===== config.mk =====
export PLATFORM = sky130hd
export DESIGN_NAME = cfg_chain_loader
export DESIGN_NICKNAME = d
export VERILOG_FILES = /design/src/rtl/cfg_chain_loader.sv
export SDC_FILE = /design/constraint.sdc
export NUM_CORES = 1
export LEC_CHECK = 0
export CAP_MARGIN = 5
export CELL_PAD_IN_SITES_DETAIL_PLACEMENT = 1
export CELL_PAD_IN_SITES_GLOBAL_PLACEMENT = 1
export CORE_MARGIN = 8
export CORE_UTILIZATION = 35
export CTS_BUF_LIST = sky130_fd_sc_hd__clkbuf_8
export CTS_CLUSTER_SIZE = 40
export DETAILED_ROUTE_END_ITERATION = 6
export GPL_TIMING_DRIVEN = 0
export HOLD_SLACK_MARGIN = 0.08
export PLACE_DENSITY = 0.73
export SLEW_MARGIN = 20
export SYNTH_ARGS = -nofsm -noshare
export SYNTH_HDL_FRONTEND = slang
export SYNTH_SLANG_ARGS = --single-unit
export TNS_END_PERCENT = 20

===== constraint.sdc =====
create_clock -name CK -period 5 [get_ports CK]
set_input_delay 1.25 -clock CK [delete_from_list [all_inputs] [get_ports CK]]
set_output_delay 1.25 -clock CK [all_outputs]
set_load 0.03 [all_outputs]

===== src/rtl/cfg_chain_loader.sv =====
// Serial configuration chain loader: shifts host bytes into the chain head
// LSB first while assembling the bits leaving the chain tail into read-back bytes.
module cfg_chain_loader #(
    parameter int CHAIN_LEN = 64,
    parameter int CNT_W     = 16
) (
    input  logic       CK,
    input  logic       RST,
    input  logic       start,
    input  logic [7:0] in_data,
    input  logic       in_valid,
    output logic       in_ready,
    output logic [7:0] out_data,
    output logic       out_valid,
    output logic       chain_d,
    output logic       chain_en,
    input  logic       chain_q,
    output logic       busy,
    output logic       done
);

    typedef enum logic [1:0] {
        S_IDLE  = 2'd0,
        S_WAIT  = 2'd1,
        S_SHIFT = 2'd2,
        S_DONE  = 2'd3
    } state_t;

    localparam logic [CNT_W-1:0] LAST_CNT = CNT_W'(CHAIN_LEN - 1);
    localparam logic [CNT_W-1:0] CNT_ONE  = CNT_W'(1);

    state_t           r_state;
    state_t           w_next;
    logic [7:0]       r_tx_sr;
    logic [7:0]       r_rx_sr;
    logic [2:0]       r_bit_cnt;
    logic [CNT_W-1:0] r_total;
    logic [7:0]       r_out_data;
    logic             r_out_valid;
    logic             r_done;
    logic             w_last_bit;
    logic             w_byte_end;
    logic [7:0]       w_rx_byte;

    assign w_last_bit = (r_total == LAST_CNT);
    assign w_byte_end = (r_bit_cnt == 3'd7);
    // The tail bit on the wire this cycle completes the byte being captured.
    assign w_rx_byte  = r_rx_sr | ({7'd0, chain_q} << r_bit_cnt);

    // State register.
    always_ff @(posedge CK or posedge RST) begin
        if (RST) begin
            r_state <= S_IDLE;
        end else begin
            r_state <= w_next;
        end
    end

    // Next-state decode.
    always_comb begin
        w_next = r_state;
        case (r_state)
            S_IDLE: begin
                if (start) w_next = S_WAIT;
                else       w_next = S_IDLE;
            end
            S_WAIT: begin
                if (in_valid) w_next = S_SHIFT;
                else          w_next = S_WAIT;
            end
            S_SHIFT: begin
                if (w_last_bit)      w_next = S_DONE;
                else if (w_byte_end) w_next = S_WAIT;
                else                 w_next = S_SHIFT;
            end
            S_DONE:  w_next = S_IDLE;
            default: w_next = S_IDLE;
        endcase
    end

    // Shift registers, counters and registered read-back / done outputs.
    always_ff @(posedge CK or posedge RST) begin
        if (RST) begin
            r_tx_sr     <= 8'd0;
            r_rx_sr     <= 8'd0;
            r_bit_cnt   <= 3'd0;
            r_total     <= '0;
            r_out_data  <= 8'd0;
            r_out_valid <= 1'b0;
            r_done      <= 1'b0;
        end else begin
            r_out_valid <= 1'b0;
            r_done      <= (r_state == S_DONE);
            case (r_state)
                S_IDLE: begin
                    if (start) r_total <= '0;
                    else       r_total <= r_total;
                end
                S_WAIT: begin
                    if (in_valid) begin
                        r_tx_sr   <= in_data;
                        r_bit_cnt <= 3'd0;
                        r_rx_sr   <= 8'd0;
                    end else begin
                        r_tx_sr   <= r_tx_sr;
                    end
                end
                S_SHIFT: begin
                    r_rx_sr   <= w_rx_byte;
                    r_tx_sr   <= {1'b0, r_tx_sr[7:1]};
                    r_bit_cnt <= r_bit_cnt + 3'd1;
                    r_total   <= r_total + CNT_ONE;
                    if (w_last_bit || w_byte_end) begin
                        r_out_data  <= w_rx_byte;
                        r_out_valid <= 1'b1;
                    end else begin
                        r_out_data  <= r_out_data;
                    end
                end
                default: begin
                    r_total <= r_total;
                end
            endcase
        end
    end

    assign in_ready  = (r_state == S_WAIT);
    assign chain_en  = (r_state == S_SHIFT);
    assign chain_d   = (r_state == S_SHIFT) & r_tx_sr[0];
    assign busy      = (r_state == S_WAIT) | (r_state == S_SHIFT);
    assign out_data  = r_out_data;
    assign out_valid = r_out_valid;
    assign done      = r_done;

endmodule


==> results.toml, run 1 <==
[run]
cap_violations = 0

[synthesis]
synth_fa_ha_area_frac = 0.0385
yosysTopAreaCell = "dfrtp_1"
synthXorXnorAreaFrac = 0.0231
syn_area_sq_mm = 0.00228
yosys.area_share.simple = 0.176
synth_top_family_by_area = "simple AND/OR/NAND/NOR gates"
synth_compound_area_frac = 0.155
synth_cell_types = 35
synth.top_cell.area_share = 0.516
ys_seq_area_frac = 0.516
synth_area_leaders = "dfrtp_1, mux2i_1, a21oi_1"
syn_avg_cell_area_sq_um = 10.1
ys_ff_latch = 47
synth_warnings = 0
synthMuxAreaShare = 0.0489
synth.net_count = 246
netlist_instances = 226

[cells_and_area]
seq_area_sq_mm = 0.00118
drive_gt1_frac = 0.0536
multi_input_area_sq_mm = 0.00101
mostFrequentLayoutCell = "dfrtp_1"
num-fill-cells = 730
area_growth_pct = 20.3
final_area_sq_mm = 0.00274
final_cell_mix = "dfrtp_1, clkdlybuf4s50_1, a21oi_1"
nNetsFinal = 280
antenna_cells = 0

[setup_path]
crit_required_ns = 3.75
crit_chain = "inv_1 > ha_1 > clkbuf_1 > and2_1 > clkdlybuf4s50_1"
criticalPathCategory = "reg2out"
slowest_stage = "clkdlybuf4s50_1"
endpoint_kind = "output port"
max_stage_delay_ns = 0.66
crit_path_start_kind = "flip-flop"
critPathMaxFanout = 10
arrival_ns = 2.44

[cts]
insertion_delay_ns = 0.30
cts_tree = "yes"
postCtsHoldBufs = 0
postCtsResizedCells = 0
clk_pin_slew_worst_paths_ns = 0.09
cts_setup_buffers = 0
numCtsBuffers = 5
htreeDepth = 2
cts.sinks = 47
cts.root.buffer_cell = "clkbuf_8"
clockBufferDepth = 2

[grt]
grt_pass1_wl_um = 9270
grt_pass1_vias = 1889
overflow = 0
grt_usage = 0.116
grt_start_max_net_pins = 27
antenna_found_initial = 0

[power]
peakVddDrop_mv = 0.291
p_leak_nw = 1.17
p_per_area_mw_per_mm2 = 392
power_mw = 1.07

[sta]
max_freq_mhz = 271
slew_viol_final = 0
hold_violations = 0
min_period_over_period = 0.739
tightest_slew_ns = 0.606
fin_setup_tns_ns = 0
finalSetupViolCount = 0
min_period_ns = 3.69
grt_setup_unrepaired = "false"
fin_skew_ns = 0.0104
slew_headroom = 0.585

[route]
wl_met3_um = 204
first_iter_violations = 96
drc_errors = 0
vias_per_cell = 5.27
wl_per_cell_um = 15.4
ant_nets = 0
wl_um = 5220
routed.top_layer = "met4"
num_vias = 1782
drt_first_pass_iters = 4
met1_length_um = 2650
wl_met2_um = 2290

[floorplan]
io_pins = 27
row_count = 29
fp.dieW_um = 96.7
dieArea_sq_mm = 0.00934
start_util = 0.361
die_h_um = 96.7
core_sq_mm = 0.00631

[place]
io_buffer_count = 26
place_congestion = 0.750
place_hpwl_um = 3850
placed_area_sq_mm = 0.00265

[outcome]
status = "finished, final reports clean"

[hold_path]
hold_class = "reg2reg"
-- sequential cells by signal, indices dropped and copies added (netlist names) --
| register | cells |
|---|---|
| done | 1 |
| out_data | 8 |
| out_valid | 1 |
| r_bit_cnt | 3 |
| r_rx_sr | 8 |
| r_state | 2 |
| r_total | 16 |
| r_tx_sr | 8 |
-- kinds of logic (layout without fill, tap and decap cells) --
kind of cell               after synthesis  in the layout
AOI/OAI and AO/OA                       55             55
xor gates and xnor gates                 6              6
adders and majority gates                7              7
buffers and inverters                   24             59
DFF                                     47             47
muxes                                   11             11
and+or+nand+nor                         76             76
-- synthesized netlist by cell type --
cell and n:
a21oi_1 18, a22o_1 4, a22oi_1 7, a31oi_1 4, a32o_1 4, a41oi_1 2
and2_0 1, and2_1 3, buf_2 2, clkbuf_1 8, clkbuf_2 1, dfrtp_1 47
ha_1 7, inv_1 13, mux2_2 1, mux2i_1 10, nand2_1 16, nand2b_1 5
nand3_1 4, nand4_1 4, nor2_1 15, nor2b_1 8, nor3_1 3, nor4_1 4
o21a_1 1, o21ai_0 10, o21ai_1 1, o31a_1 1, o31ai_1 3, or2_2 1
or3_1 5, or4_1 6, or4bb_1 1, xnor2_1 5, xor2_1 1
-- path summary, 6_finish.rpt --
check | startpoint | endpoint | slack [ns] | cells after the start
hold reg to reg | r_tx_sr[0] | r_tx_sr[0] | 0.47 | 2
hold / removal | r_tx_sr[0] | r_tx_sr[0] | 0.47 | 2
setup reg to reg | r_state[0] | r_total[13] | 2.45 | 7
max in group asynchronous | RST | r_total[8] | 3.22 | 3
min in group asynchronous | RST | r_total[13] | 1.29 | 2
setup / recovery | r_state[0] | chain_d | 1.31 | 5
-- stage by stage --
step	hold WS [ns]	util	std cells	setup WS (ns)
3_5_place_dp	0.454	0.420	330	1.60
3_3_place_gp	0.453	0.417	329	1.63
6_report	0.473	0.434	338	1.31
2_1_floorplan	0.438	-	226	2.24
5_1_grt	0.495	0.434	338	1.20
4_1_cts	0.477	0.434	338	1.27
-- metal layers --
layer | GRT usage | up-vias
met1 | 0.160 | 876
met4 | 0.0450 | 0
met5 | 0 | -
met3 | 0.0270 | 5
li1 | - | 873
met2 | 0.169 | 28
-- worst max-delay path, delay by kind of cell (launching register included) --
| family | cells | cell delay, ns |
|---|---|---|
| buffers and inverters | 3 | 1.17 |
| DFF | 1 | 0.41 |
| adders and majority gates | 1 | 0.37 |
| and+or+nand+nor | 1 | 0.19 |
-- where the power goes --
group	switching [mW]	internal, mW	total (mW)
clock network	0.130	0.0959	0.225
logic	0.248	0.139	0.386
registers	0.0329	0.430	0.463
total	0.410	0.665	1.07
-- area by class of cell --
cell class                      count  share of cell area
Buffer                             11              0.0164
Multi-Input combinational cell    155               0.368
Tap cell                           77              0.0352
Clock inverter                      3             0.00594
Sequential cell                    47               0.429
Clock buffer                        5              0.0251
Inverter                           13              0.0178
Timing Repair Buffer               27               0.102
Power figures use the tool's default switching activity.
==> run 2, diff against run 1 <==
- clock period: 5 -> 3.75 ns (I/O delays scaled with it)
==> results of run 2 <==
Same layout as run 1 (identical final DEF). Status: finished, final reports clean.
Among the figures that moved: setup slack after placement 1.60 ns -> 0.665 ns; setup slack after layout 1.31 ns -> 0.369 ns; register-to-register setup slack 2.45 ns -> 1.20 ns; total power 1.07 mW -> 1.43 mW; worst IR drop on VDD 0.291 mV -> 0.389 mV
